==> src/rtl/led7seg_pkg.sv <==
// Shared types and constants for the 8-digit 74HC595 scan scheduler.
// LED7SEG_DIM_EN adds the BLANK state used by brightness dimming.
package led7seg_pkg;

  localparam int unsigned NUM_DIGITS = 8;
  localparam int unsigned IDX_W      = 3;
  localparam logic [7:0]  BLANK_CODE_DEFAULT = 8'hFF;

`ifdef LED7SEG_DIM_EN
  typedef enum logic [1:0] {IDLE, WAIT, SEND, BLANK} state_t;
`else
  typedef enum logic [1:0] {IDLE, WAIT, SEND} state_t;
`endif

  // Word handed to the 74HC595 controller: segments high byte, digit select low byte.
  typedef struct packed {
    logic [7:0] seg;
    logic [7:0] sel;
  } word_t;

  function automatic logic [7:0] onehot8(input logic [IDX_W-1:0] idx);
    return 8'(1) << idx;
  endfunction

endpackage

==> src/rtl/led7seg_tick_gen.sv <==
// Slot-rate divider: counts 0..PERIOD-1 while enabled, held at 0 otherwise.
module led7seg_tick_gen #(
  parameter int unsigned PERIOD = 15625,
  parameter int unsigned CNT_W  = $clog2(PERIOD)
) (
  input  logic             clk,
  input  logic             rst,
  input  logic             enable,
  output logic             tick_c,
  output logic [CNT_W-1:0] count
);

  localparam logic [CNT_W-1:0] LAST = CNT_W'(PERIOD - 1);

  assign tick_c = enable && (count == LAST);

  always_ff @(posedge clk or negedge rst) begin
    if (!rst) begin
      count <= '0;
    end else if (!enable || count == LAST) begin
      count <= '0;
    end else begin
      count <= count + CNT_W'(1);
    end
  end

endmodule

==> src/rtl/led7seg_scan_scheduler.sv <==
// Double-buffered frame scanner driving the 74HC595 seven-segment controller.
// Optional build macro LED7SEG_DIM_EN adds the bright[2:0] dimming input.
module led7seg_scan_scheduler
  import led7seg_pkg::*;
#(
  parameter int unsigned DIGIT_PERIOD = 15625,
  parameter logic [7:0]  BLANK_CODE   = BLANK_CODE_DEFAULT
) (
  input  logic        clk,
  input  logic        rst,
  input  logic        enable,
`ifdef LED7SEG_DIM_EN
  input  logic [2:0]  bright,
`endif
  input  logic [63:0] frame_seg,
  input  logic [7:0]  blank_mask,
  input  logic        frame_vld,
  output logic        frame_rdy,
  output logic [15:0] dat,
  output logic        vld,
  input  logic        rdy,
  output logic [2:0]  digit_idx,
  output logic        frame_done,
  output logic        overrun
);

  localparam int unsigned CNT_W = (DIGIT_PERIOD > 1) ? $clog2(DIGIT_PERIOD) : 1;

  state_t             state_q, state_d;
  logic [63:0]        active_q, active_d;
  logic [63:0]        shadow_q, shadow_d;
  logic [15:0]        dat_d;
  logic               vld_d, done_d, ovr_d, frame_rdy_d;
  logic [2:0]         idx_d;
  logic               tick;
  logic [CNT_W-1:0]   count;
  logic [63:0]        src_frame;
  logic [7:0]         slot_seg;
  word_t              norm_word;
  word_t              blank_word;

  led7seg_tick_gen #(
    .PERIOD (DIGIT_PERIOD),
    .CNT_W  (CNT_W)
  ) u_tick (
    .clk    (clk),
    .rst    (rst),
    .enable (enable),
    .tick_c (tick),
    .count  (count)
  );

  // A pending frame becomes visible from the digit-0 word of the swap slot.
  assign src_frame  = (digit_idx == 3'd0 && !frame_rdy) ? shadow_q : active_q;
  assign slot_seg   = blank_mask[digit_idx] ? BLANK_CODE : src_frame[{digit_idx, 3'b000} +: 8];
  assign norm_word  = '{seg: slot_seg,   sel: onehot8(digit_idx)};
  assign blank_word = '{seg: BLANK_CODE, sel: onehot8(digit_idx)};

`ifdef LED7SEG_DIM_EN
  logic             blank_q, blank_d;
  logic [CNT_W-1:0] dim_thr;
  assign dim_thr = CNT_W'((32'(bright) + 32'd1) * (DIGIT_PERIOD / 8));
`endif

  always_comb begin
    state_d     = state_q;
    active_d    = active_q;
    shadow_d    = shadow_q;
    dat_d       = dat;
    vld_d       = vld;
    idx_d       = digit_idx;
    done_d      = 1'b0;
    ovr_d       = overrun;
    frame_rdy_d = frame_rdy;
`ifdef LED7SEG_DIM_EN
    blank_d     = blank_q;
`endif

    if (frame_vld && frame_rdy) begin
      shadow_d    = frame_seg;
      frame_rdy_d = 1'b0;
    end

    if (state_q == SEND && tick) begin
      ovr_d = 1'b1;
    end

    case (state_q)
      IDLE: begin
        if (enable) state_d = WAIT;
      end
      WAIT: begin
        if (!enable) begin
          state_d = IDLE;
          idx_d   = 3'd0;
        end else if (tick) begin
          state_d = SEND;
          dat_d   = norm_word;
          vld_d   = 1'b1;
`ifdef LED7SEG_DIM_EN
          blank_d = 1'b0;
`endif
          if (digit_idx == 3'd0 && !frame_rdy) begin
            active_d    = shadow_q;
            frame_rdy_d = 1'b1;
          end
        end
      end
      SEND: begin
        if (rdy) begin
          vld_d = 1'b0;
`ifdef LED7SEG_DIM_EN
          if (!blank_q && bright != 3'd7 && enable) begin
            state_d = BLANK;
          end else
`endif
          begin
            done_d = (digit_idx == 3'd7);
            if (enable) begin
              state_d = WAIT;
              idx_d   = 3'(digit_idx + 3'd1);
            end else begin
              state_d = IDLE;
              idx_d   = 3'd0;
            end
          end
        end
      end
`ifdef LED7SEG_DIM_EN
      BLANK: begin
        if (!enable) begin
          state_d = IDLE;
          idx_d   = 3'd0;
        end else if (count >= dim_thr) begin
          state_d = SEND;
          dat_d   = blank_word;
          vld_d   = 1'b1;
          blank_d = 1'b1;
        end
      end
`endif
      default: state_d = IDLE;
    endcase
  end

  always_ff @(posedge clk or negedge rst) begin
    if (!rst) begin
      state_q    <= IDLE;
      active_q   <= {NUM_DIGITS{BLANK_CODE}};
      shadow_q   <= '0;
      dat        <= '0;
      vld        <= 1'b0;
      digit_idx  <= 3'd0;
      frame_done <= 1'b0;
      overrun    <= 1'b0;
      frame_rdy  <= 1'b1;
`ifdef LED7SEG_DIM_EN
      blank_q    <= 1'b0;
`endif
    end else begin
      state_q    <= state_d;
      active_q   <= active_d;
      shadow_q   <= shadow_d;
      dat        <= dat_d;
      vld        <= vld_d;
      digit_idx  <= idx_d;
      frame_done <= done_d;
      overrun    <= ovr_d;
      frame_rdy  <= frame_rdy_d;
`ifdef LED7SEG_DIM_EN
      blank_q    <= blank_d;
`endif
    end
  end

`ifndef LED7SEG_DIM_EN
  logic unused_count;
  assign unused_count = ^{count, blank_word};
`endif

endmodule

==> config.mk <==
export PLATFORM = sky130hd
export DESIGN_NAME = led7seg_scan_scheduler
export DESIGN_NICKNAME = d
export VERILOG_FILES = /design/src/rtl/led7seg_pkg.sv /design/src/rtl/led7seg_tick_gen.sv /design/src/rtl/led7seg_scan_scheduler.sv
export SDC_FILE = /design/constraint.sdc
export NUM_CORES = 1
export LEC_CHECK = 0
export ABC_CLOCK_PERIOD_IN_PS = 7830
export BUFFER_PORTS_ARGS = -buffer_cell sky130_fd_sc_hd__buf_2
export CORE_UTILIZATION = 30
export CTS_CLUSTER_SIZE = 25
export DETAILED_ROUTE_END_ITERATION = 10
export PLACE_DENSITY_LB_ADDON = 0.3
export SLEW_MARGIN = 5
export SYNTH_ARGS = -nofsm -noshare
export SYNTH_HDL_FRONTEND = slang
export SYNTH_SLANG_ARGS = --single-unit
==> constraint.sdc <==
create_clock -name clk -period 7.83 [get_ports clk]
set_input_delay 0.3915 -clock clk [delete_from_list [all_inputs] [get_ports clk]]
set_output_delay 0.3915 -clock clk [all_outputs]
set_load 0.05 [all_outputs]
==> impl_metrics.json <==
{
  "postCtsSetupBuffers": 0,
  "worst-path-buf-inv": 1,
  "criticalPathCategory": "reg2reg",
  "endpoint_kind": "register",
  "timing.fmax_ghz": 0.305,
  "gr-usage-all-layers_pct": 13.7,
  "dp_hpwl_mm": 11.6,
  "finalNetCount": 676,
  "start_util_pct": 30.7,
  "ys_ff_latch": 167,
  "first_pass_iters": 4,
  "synth_mux_area_share_pct": 31.2,
  "place_area_um2": 8330,
  "die_y_um": 160,
  "hold_viol": 0,
  "cts.sinks": 167,
  "drive_above_1_share_pct": 60.1,
  "synth_flop_cell": "dfrtp_1",
  "finish.instance_area_um2": 8880,
  "clk-insertion-delay-late_ns": 0.43,
  "fin_crit_ns": 3.28,
  "synth-compound-area-share_pct": 2.84,
  "synthesis.nets": 577,
  "synth_top_family_by_area": "multiplexers",
  "synthAdderAreaFrac_pct": 1.34,
  "drv_cap": 0,
  "tightest_slew_ns": 0.932,
  "start_kind": "register",
  "grt_pass1_vias": 4719,
  "period_share_pct": 41.9,
  "synth-edff-count": 0,
  "drv_slew": 0,
  "status": "complete, no violations",
  "synth_cell_type_count": 39,
  "fin_tns_setup_ns": 0,
  "pre_cts_ws_ns": 4.51,
  "rows": 57,
  "finalWirelength_mm": 16.4,
  "synth_xor_area_share_pct": 1.29,
  "cpMaxStageDelayCell": "or3b_1",
  "numCtsBuffers": 17,
  "clockRootBuffer": "clkbuf_16",
  "p_leak_uw": 0.00422,
  "powerDensity_nw_per_um2": 192,
  "num_io_pins": 100,
  "syn-cell-area_um2": 7500,
  "yosys.area_share.simple_pct": 4.27,
  "total_power_uw": 1700,
  "wl_per_cell_um": 17.6,
  "cp_common_cell": "mux4_1",
  "ant_nets": 0,
  "vias": 4404,
  "async_reset_ff_share_pct": 100,
  "setup_viol": 0,
  "drt-initial-drc-count": 188,
  "worst_slack_ns": 4.55,
  "ys_seq_area_share_pct": 56.8,
  "register_area_um2": 4260,
  "ctsHoldBuffers": 0,
  "grt_max_degree": 104,
  "cts_tree": "done",
  "finClkSkew_ns": 0.00856,
  "irDropWorstVdd_mv": 0.119,
  "slew_headroom_pct": 37.8,
  "crit_arrival_ns": 3.59,
  "die_area_um2": 25600,
  "fill_cells": 2369,
  "critPathMaxFanout": 17,
  "multiInputGateArea_um2": 3070,
  "htree_levels": 4,
  "syn_area_per_cell_um2": 15.2,
  "antenna_found_initial": 0,
  "synthCells": 492,
  "worstPathRequired_ns": 8.14,
  "cp_slowest_stage_delay_ns": 0.80,
  "grt.overflow.total": 0,
  "final_core_util_pct": 36.4,
  "place_congestion": 0.748,
  "yosys_warnings": 0,
  "viasPerCell": 4.75,
  "worstHoldPathType": "in2async",
  "rsz0062_at_grt": "false",
  "port_buffers": 99,
  "fp.dieW_um": 160,
  "area_growth_pct": 18.4,
  "clk_pin_slew_worst_paths_ns": 0.06,
  "core_um2": 24400,
  "drc": 0,
  "clock_path_buffers": 2,
  "critical_path.cell_chain": "inv_2, ha_1, or3b_1, mux4_1, mux4_1, o22a_1",
  "insertedDiodeCount": 0,
  "ctsResizeCount": 0,
  "crit_family": "multiplexers",
  "grt_pass1_wl_mm": 26.6
}
[stage by stage]
| stage | std cells | hold slack (ns) |
|---|---|---|
| 5_1_grt | 928 | 0.168 |
| 3_3_place_gp | 896 | 0.445 |
| 6_report | 928 | 0.0958 |
| 2_1_floorplan | 492 | 0.0959 |
| 3_5_place_dp | 896 | 0.459 |
| 4_1_cts | 928 | 0.118 |
[synth_stat cells (all sizes together), types with 3 or more instances]
library cell / count / area [um^2]
a21oi: 3 / 15.0
a22o: 4 / 35.0
and3: 3 / 18.8
buf: 3 / 42.5
clkbuf: 21 / 78.8
dfrtp: 102 / 2550
dfstp: 65 / 1710
ha: 8 / 100
inv: 13 / 48.8
mux2: 147 / 1660
mux2i: 4 / 40.0
mux4: 26 / 642
nand2: 14 / 52.6
nand3: 9 / 45.0
nand4: 6 / 37.5
nor2: 18 / 67.6
o21ai: 4 / 20.0
o22a: 8 / 70.1
xnor2: 5 / 43.8
xor2: 6 / 52.6
[area by class of cell]
cell class	count	area share (%)
flip-flops and latches	167	48.0
multi-input cells	288	34.6
repair buffers	104	6.07
clock buffers	22	5.23
well taps	324	4.57
clock inverters	10	0.986
inverters	13	0.550
[sequential cells by signal (all words and copies together), names as in the netlist]
signal and count:
shadow_q 64, state_q 2, digit_idx 3, vld 1
frame_rdy 1, dat 16, frame_done 1, u_tick.count 14
active_q 64, overrun 1
[final timing paths]
kind	cells after the start	start	end	slack, ns
worst max-delay path	6	digit_idx[1]	dat[8]	4.55
worst min-delay path	1	rst	shadow_q[53]	0.1
worst max register to register	6	digit_idx[1]	dat[8]	4.55
worst min register to register	1	overrun	overrun	0.46
max in group asynchronous	2	rst	shadow_q[28]	6.36
min in group clk	2	frame_seg[51]	shadow_q[51]	0.19
[where the power goes]
| group | internal [uW] | total, uW | switching, uW |
|---|---|---|---|
| clock | 431 | 789 | 358 |
| sequential | 866 | 868 | 2.59 |
| combinational | 17.5 | 44.6 | 27.0 |
| total | 1310 | 1700 | 388 |
[metal layers]
metal	part of all wire, %	wire length (um)	GRT usage [%]
met1	44	7270	17.7
met2	50	8140	22.8
met3	4.4	723	2.99
met4	1.3	219	4.55
met5	0	0	0
[cells by family (layout without fill, tap and decap cells)]
group                      Yosys count  in the layout
muxes                              177            177
xor gates and xnor gates            11             11
and+or+nand+nor                     64             64
adders and majority gates            8              8
DFF                                167            167
buffers and inverters               37            149
AOI/OAI and AO/OA                   28             28
[layout by cell type, fill, tap and decap left out, types with 5 or more instances in the layout]
master,netlist,final
buf_2,0,98
buf_4,0,5
clkbuf_16,0,17
dfrtp_1,102,102
dfstp_2,65,65
ha_1,8,8
inv_1,11,11
mux2_2,147,147
mux4_1,15,15
mux4_2,11,11
nand2_1,14,13
nand3_1,9,8
nand4_1,6,6
nor2_1,18,18
o22a_1,8,8
xnor2_1,5,5
xor2_1,6,6
No activity file was read; power rests on OpenSTA's default activity.
